**src/rtl/dmem_pkg.sv**
```systemverilog
// dmem_pkg: shared types and constants for the wait-state data memory
package dmem_pkg;
    typedef enum logic [1:0] {IDLE, BUSY, DONE} dmem_state_t;
    localparam int DMEM_DEPTH = 64;
    localparam logic ERR_NONE = 1'b0;
    localparam logic ERR_ILLEGAL = 1'b1;
    function automatic int idx_width(input int depth);
        return $clog2(depth);
    endfunction
endpackage

```
**src/rtl/wait_counter.sv**
```systemverilog
// wait_counter: 4-bit loadable down-counter with zero flag
module wait_counter (
    input  logic       clk,
    input  logic       reset,
    input  logic       load,
    input  logic [3:0] load_val,
    input  logic       en,
    output logic       zero
);
    logic [3:0] cnt_q, cnt_d;
    assign zero = cnt_q == 4'd0;
    always_comb cnt_d = load ? load_val : (en && !zero) ? cnt_q - 4'd1 : cnt_q;
    always_ff @(posedge clk or negedge reset)
        if (!reset) cnt_q <= 4'd0;
        else cnt_q <= cnt_d;
endmodule

```
**src/rtl/dmem_wait_ctrl.sv**
```systemverilog
// dmem_wait_ctrl: fixed-latency data memory that stalls the core until each access completes
module dmem_wait_ctrl
    import dmem_pkg::*;
#(
    parameter int DEPTH   = DMEM_DEPTH,
    parameter int LATENCY = 3,
    parameter int CNTW    = 16
) (
    input  logic            clk,
    input  logic            reset,
    input  logic            MemRead,
    input  logic            MemWrite,
    input  logic [31:0]     Adr,
    input  logic [31:0]     WriteData,
    output logic [31:0]     ReadData,
    output logic            Stall,
    output logic            Done,
    output logic            Err,
    output logic [CNTW-1:0] AccessCount
);
    localparam int IW = idx_width(DEPTH);
    dmem_state_t state_q, state_d;
    logic [IW-1:0] idx_q, idx_d;
    logic [31:0] wdata_q, wdata_d, rdata_q, rdata_d;
    logic we_q, we_d, ill_q, ill_d;
    logic [CNTW-1:0] acc_q, acc_d;
    logic [31:0] mem [DEPTH];
    logic req, illegal, cnt_zero, finish;
    assign req = MemRead | MemWrite;
    // both strobes set behaves as a write but is flagged, so nothing is stored
    assign illegal = (Adr[1:0] != 2'b00) || (Adr[31:2] >= 30'(DEPTH)) || (MemRead && MemWrite);
    assign finish = state_q == BUSY && cnt_zero;
    wait_counter u_wait (
        .clk     (clk),
        .reset   (reset),
        .load    (state_q == IDLE && req),
        .load_val(4'(LATENCY - 1)),
        .en      (state_q == BUSY),
        .zero    (cnt_zero)
    );
    always_comb begin
        state_d = state_q;
        idx_d   = idx_q;
        wdata_d = wdata_q;
        we_d    = we_q;
        ill_d   = ill_q;
        rdata_d = rdata_q;
        acc_d   = acc_q;
        case (state_q)
            IDLE: if (req) begin
                state_d = BUSY;
                idx_d   = Adr[IW+1:2];
                wdata_d = WriteData;
                we_d    = MemWrite;
                ill_d   = illegal ? ERR_ILLEGAL : ERR_NONE;
            end
            BUSY: if (cnt_zero) begin
                state_d = DONE;
                acc_d   = acc_q + 1'b1;
                rdata_d = ill_q ? 32'd0 : we_q ? rdata_q : mem[idx_q];
            end
            default: state_d = IDLE;
        endcase
    end
    always_ff @(posedge clk or negedge reset)
        if (!reset) begin
            state_q <= IDLE;
            idx_q   <= '0;
            wdata_q <= '0;
            we_q    <= 1'b0;
            ill_q   <= ERR_NONE;
            rdata_q <= '0;
            acc_q   <= '0;
        end else begin
            state_q <= state_d;
            idx_q   <= idx_d;
            wdata_q <= wdata_d;
            we_q    <= we_d;
            ill_q   <= ill_d;
            rdata_q <= rdata_d;
            acc_q   <= acc_d;
        end
    // an async reset returns state_q to IDLE, so an aborted store never reaches here
    always_ff @(posedge clk)
        if (finish && we_q && !ill_q) mem[idx_q] <= wdata_q;
    assign Stall       = reset && (state_q == BUSY || (state_q == IDLE && req));
    assign Done        = state_q == DONE;
    assign Err         = Done && ill_q;
    assign ReadData    = rdata_q;
    assign AccessCount = acc_q;
endmodule

```
**config.mk**
```make
export PLATFORM = sky130hd
export DESIGN_NAME = dmem_wait_ctrl
export DESIGN_NICKNAME = d
export VERILOG_FILES = /design/src/rtl/dmem_pkg.sv /design/src/rtl/wait_counter.sv /design/src/rtl/dmem_wait_ctrl.sv
export SDC_FILE = /design/constraint.sdc
export NUM_CORES = 2
export LEC_CHECK = 0
export CAP_MARGIN = 10
export CORE_UTILIZATION = 30
export CTS_BUF_LIST = sky130_fd_sc_hd__clkbuf_8
export DETAILED_ROUTE_END_ITERATION = 10
export DONT_BUFFER_PORTS = 1
export PLACE_DENSITY = 0.53
export SKIP_CTS_REPAIR_TIMING = 1
export SYNTH_ARGS = -nofsm -noshare
export SYNTH_HDL_FRONTEND = slang
export SYNTH_HIERARCHICAL = 1
export SYNTH_SLANG_ARGS = --single-unit
export TNS_END_PERCENT = 100
```
**constraint.sdc**
```tcl
create_clock -name clk -period 3.5 [get_ports clk]
set_input_delay 0.35 -clock clk [delete_from_list [all_inputs] [get_ports clk]]
set_output_delay 0.35 -clock clk [all_outputs]
set_load 0.005 [all_outputs]
```
==> results.md <==
Run status:
- The run finished with clean final reports.

Route:
- The number of nets with antenna violations after detailed routing is 0.
- In the final routed layout, each cell accounts on average for 25.9 um.
- After detailed routing, the number of remaining DRC violations is 0.
- After detailed routing, the number of vias per cell comes to 4.92.
- After detailed routing, the total wire length is 218000 um.
- After the first detailed-routing iteration, the DRC count stood at 3883.
- The first detailed-routing pass took 6 iterations.
- The via count is 41530.

Timing:
- The number of pins with negative max-slew slack in the final report is 0.
- Counting I/O delays and the setup requirement, the final critical path takes 3030 ps.
- The hold violation total from the final report is 0.
- Setup repair after global routing left no endpoint under its margin.
- On the final layout, the worst clock skew is 77.8 ps.
- In this run the tightest slew margin relative to its limit is 20.0%.
- The final worst-path cycle share is 86.5%.
- The setup TNS is 0 ps.
- Setup violations remaining at the end of the flow were counted as 0.
- The final setup slack of the worst path is between 400 and 500 ps.
- The maximum achievable frequency is around 330 MHz.
- For the pin with the worst max-slew slack, the measured transition is 1200 ps.

Layout:
- Leaving out fill and tap cells, the most frequent cells in the layout are 2048 x sky130_fd_sc_hd__edfxtp_1, 641 x sky130_fd_sc_hd__mux2i_1, 389 x sky130_fd_sc_hd__clkbuf_8, 287 x sky130_fd_sc_hd__a22oi_1, 224 x sky130_fd_sc_hd__mux4_2.
- The number of non-filler instances in the completed layout is 8434.
- The layout net count is 4670.
- In the final layout, the multi-input gates occupy 0.0176 mm2.
- The layout filler cell count is 25040.
- The layout overhead on the synthesized area is 16.9%.
- The footprint of the flip-flops and latches is 0.0639 mm2.
- The most common library cell in the layout ignoring fill and taps is sky130_fd_sc_hd__edfxtp_1.
- The share of layout cells above drive strength 1 is 21.8%.

Setup path:
- The most numerous cell on the critical path is sky130_fd_sc_hd__buf_4.
- Data on the critical path is required at its endpoint by 4360 ps.
- The critical path's slowest cell is sky130_fd_sc_hd__dfrtp_4.
- The worst register-to-register path has a setup slack of 470 ps.
- The number of buffers and inverters on the critical path is 3.
- The path depth of the worst reg2reg path is 9.
- The critical path endpoint category is a register.
- The kind of launch point of the worst setup path is a register.
- On the critical path the largest part of the delay comes from buffers and inverters.
- Counting buffers and inverters, the worst setup path is 9 cells deep.
- In this run the worst setup path terminates at ReadData[22].
- Traced cell by cell, the critical path runs through buf_12 > buf_4 > buf_4 > mux2i_1 > a22oi_1 > nand3_1 > nand4_1 > nor3_1 > o21ai_1.
- STA puts the critical path data arrival time at 3880 ps.
- The setup path with the least slack is of type register to register.
- The reg-to-reg critical path startpoint is idx_q[0].
- The worst stage delay on the critical path is ~600 ps.
- The maximum fanout count along the critical path is 22.
- The worst reg2reg path endpoint is ReadData[22].
- In this run the worst setup path begins at idx_q[0].

Hold path:
- The worst hold path belongs to the class input pin to asynchronous set/reset pin.

Clock tree:
- The H-tree depth is 5.
- The clock slew at the register clock pins of the worst setup and hold paths is 60 ps.
- The later-pin clock latency in the skew report is 1040 ps.
- In this run, CTS created clock tree buffers numbering 363.
- The total clock sinks is 2142.
- CTS placed an instance of sky130_fd_sc_hd__clkbuf_8 at the clock tree root.
- The number of buffers on the longest clock path is 4.
- TritonCTS built the clock tree.

Power:
- For this design the static power due to leakage is 31.4 nW.
- The total power density per cell area is 785 mW/mm2.
- The maximum ir drop on the vdd rail is 0.685 mV.

Placement:
- In this run the tool buffered the top-level ports with 0 buffer cells.
- At the end of routability-driven placement, the weighted congestion stood at 0.807.
- The worst slack at placement is 490 ps.
- The HPWL after detailed placement is 127000 um.
- Once placement completed, the tool counted placed cells totaling 7739.

Logic synthesis:
- Multiplexer cells account for 14.5% of the synthesized area.
- The post-synthesis compound-gate area fraction is 3.69%.
- The most used flip-flop cell after synthesis is sky130_fd_sc_hd__edfxtp_1.
- The main combinational cell family by area after synthesis is multiplexers.
- Counting flops and latches in the post-synthesis netlist gives 2142.
- Of the total synthesized cell area, the portion taken by AND, OR, NAND and NOR gates is about 2.4%.
- After Yosys synthesis, full adders, half adders and majority gates account for less than 1% of the synthesized area.
- Synthesis produced 4144 cells.
- Ranked by total cell area, the synthesized netlist is headed by sky130_fd_sc_hd__edfxtp_1 75%, sky130_fd_sc_hd__mux2i_1 7.8%, sky130_fd_sc_hd__mux4_2 6.1%, sky130_fd_sc_hd__dfrtp_1 2.9%, sky130_fd_sc_hd__a22oi_1 2.6%.
- The xor/xnor share of the synthesized area is 0.160%.
- The count of warnings emitted by yosys is 6.
- The area fraction of the dominant cell type after synthesis is approximately three quarters.
- The count of flip-flops with a built-in enable after synthesis is 2048.
- Summed over all instances, the cell type with the most area after synthesis is sky130_fd_sc_hd__edfxtp_1.
- The sequential cell area fraction in the yosys report is between 70% and 80%.
- The synthesized netlist contains 53 unique library cells.
- For this run, asynchronously set or reset flops after synthesis account for 4.39%.
- The cell area after synthesis is 0.0823 mm2.
- The average footprint of a synthesized cell is 19.9 um2.

Floorplan:
- The overall die height is 526 um.
- Row generation in the floorplan step produced 191 rows.
- roughly 120 I/O pins were placed.
- The area of the die is 0.276 mm2.
- The initial core utilization is 30.3%.
- The area inside the core boundary is 0.272 mm2.
- The horizontal extent of the die is 526 um.

Global routing:
- The largest net degree at the start of global routing is 96.
- The residual overflow from global routing is 0.
- The via count of the first global-routing pass is 42011.
- The initial antenna violation count is 20.
- The total track usage is 15.4%.
- The first global-routing pass estimated 309000 um of wire.

Run:
- Max-cap violations in this run came to 0.
through the flow:
stage	cell area [um2]	power, W	hold slack, ps	utilization, %
6_report	96200	0.0755	40.7	35.4
5_1_grt	96200	0.0785	5.76	35.4
4_1_cts	95400	0.0759	-1100	35.1
3_5_place_dp	89100	0.0560	56.7	32.8
3_3_place_gp	89100	0.0557	56.9	32.8
2_1_floorplan	82300	0.0467	54.4	-
routing by layer:
layer,part of all wire (%),global-route usage [%],wire length (um)
met1,44,20.9,95000
met2,48,25.1,105000
met3,6.3,3.15,13800
met4,2.0,4.24,4360
met5,0,0,0
cell families after synthesis:
group                      after synthesis
muxes                                  903
adders and majority gates                2
AOI/OAI and AO/OA                      428
other                                    2
DFF                                   2142
buffers and inverters                  245
and+or+nand+nor                        407
xor gates and xnor gates                15
how the worst min path moves through the flow:
stage | startpoint | end | slack, ps
after floorplan | reset | AccessCount[0] | 50
after global placement | reset | wdata_q[26] | 60
after detailed placement | reset | AccessCount[5] | 60
after CTS | reset | ReadData[27] | -1100
after global routing | WriteData[11] | wdata_q[11] | 6
final | reset | ReadData[31] | 40
state kept, by name, indices dropped and copies added (netlist names):
register      cells
wdata_q          32
state_q           2
ill_q             1
mem            2048
AccessCount      16
idx_q             6
we_q              1
u_wait/cnt_q      4
ReadData         32
power by group:
group	leakage (nW)	total (W)	switching, W	internal [W]
Sequential	19.6	0.0354	0.00322	0.0322
Combinational	8.08	0.0202	0.0123	0.00791
Clock	3.72	0.0199	0.00972	0.0102
Total	31.4	0.0755	0.0253	0.0503
synth_stat cells (4+ instances only):
library cell / n
sky130_fd_sc_hd__edfxtp_1: 2048
sky130_fd_sc_hd__mux2i_1: 641
sky130_fd_sc_hd__a22oi_1: 287
sky130_fd_sc_hd__mux4_2: 224
sky130_fd_sc_hd__nand3_1: 133
sky130_fd_sc_hd__dfrtp_1: 94
sky130_fd_sc_hd__clkbuf_1: 90
sky130_fd_sc_hd__nand2_1: 85
sky130_fd_sc_hd__nor2_1: 72
sky130_fd_sc_hd__o21ai_1: 64
sky130_fd_sc_hd__buf_2: 56
sky130_fd_sc_hd__buf_4: 54
sky130_fd_sc_hd__mux2_2: 38
sky130_fd_sc_hd__nand4_1: 36
sky130_fd_sc_hd__nor3_1: 34
sky130_fd_sc_hd__a221oi_1: 32
sky130_fd_sc_hd__o22ai_1: 31
sky130_fd_sc_hd__buf_1: 21
sky130_fd_sc_hd__buf_6: 17
sky130_fd_sc_hd__xnor2_1: 12
sky130_fd_sc_hd__inv_1: 7
sky130_fd_sc_hd__nor4_1: 7
sky130_fd_sc_hd__and2_1: 5
sky130_fd_sc_hd__nor3b_1: 5
sky130_fd_sc_hd__a21oi_1: 4
sky130_fd_sc_hd__o21ai_0: 4
worst register-to-register path, stage by stage, from the launching register on:
cell	delay [ps]
sky130_fd_sc_hd__dfrtp_4	600
sky130_fd_sc_hd__buf_12	260
sky130_fd_sc_hd__buf_4	360
sky130_fd_sc_hd__buf_4	430
sky130_fd_sc_hd__mux2i_1	240
sky130_fd_sc_hd__a22oi_1	100
sky130_fd_sc_hd__nand3_1	230
sky130_fd_sc_hd__nand4_1	340
sky130_fd_sc_hd__nor3_1	270
sky130_fd_sc_hd__o21ai_1	80
area by class of cell:
class,instances,share of cell area (%)
sequential,2142,66.5
multi-input combinational,1759,18.3
clock buffer,389,5.57
tap,3570,4.65
timing repair buffer,327,3.96
clock inverter,235,0.994
inverter,7,0.0273
antenna,5,0.0130
Note: power is estimated with default switching activity, not from simulation.
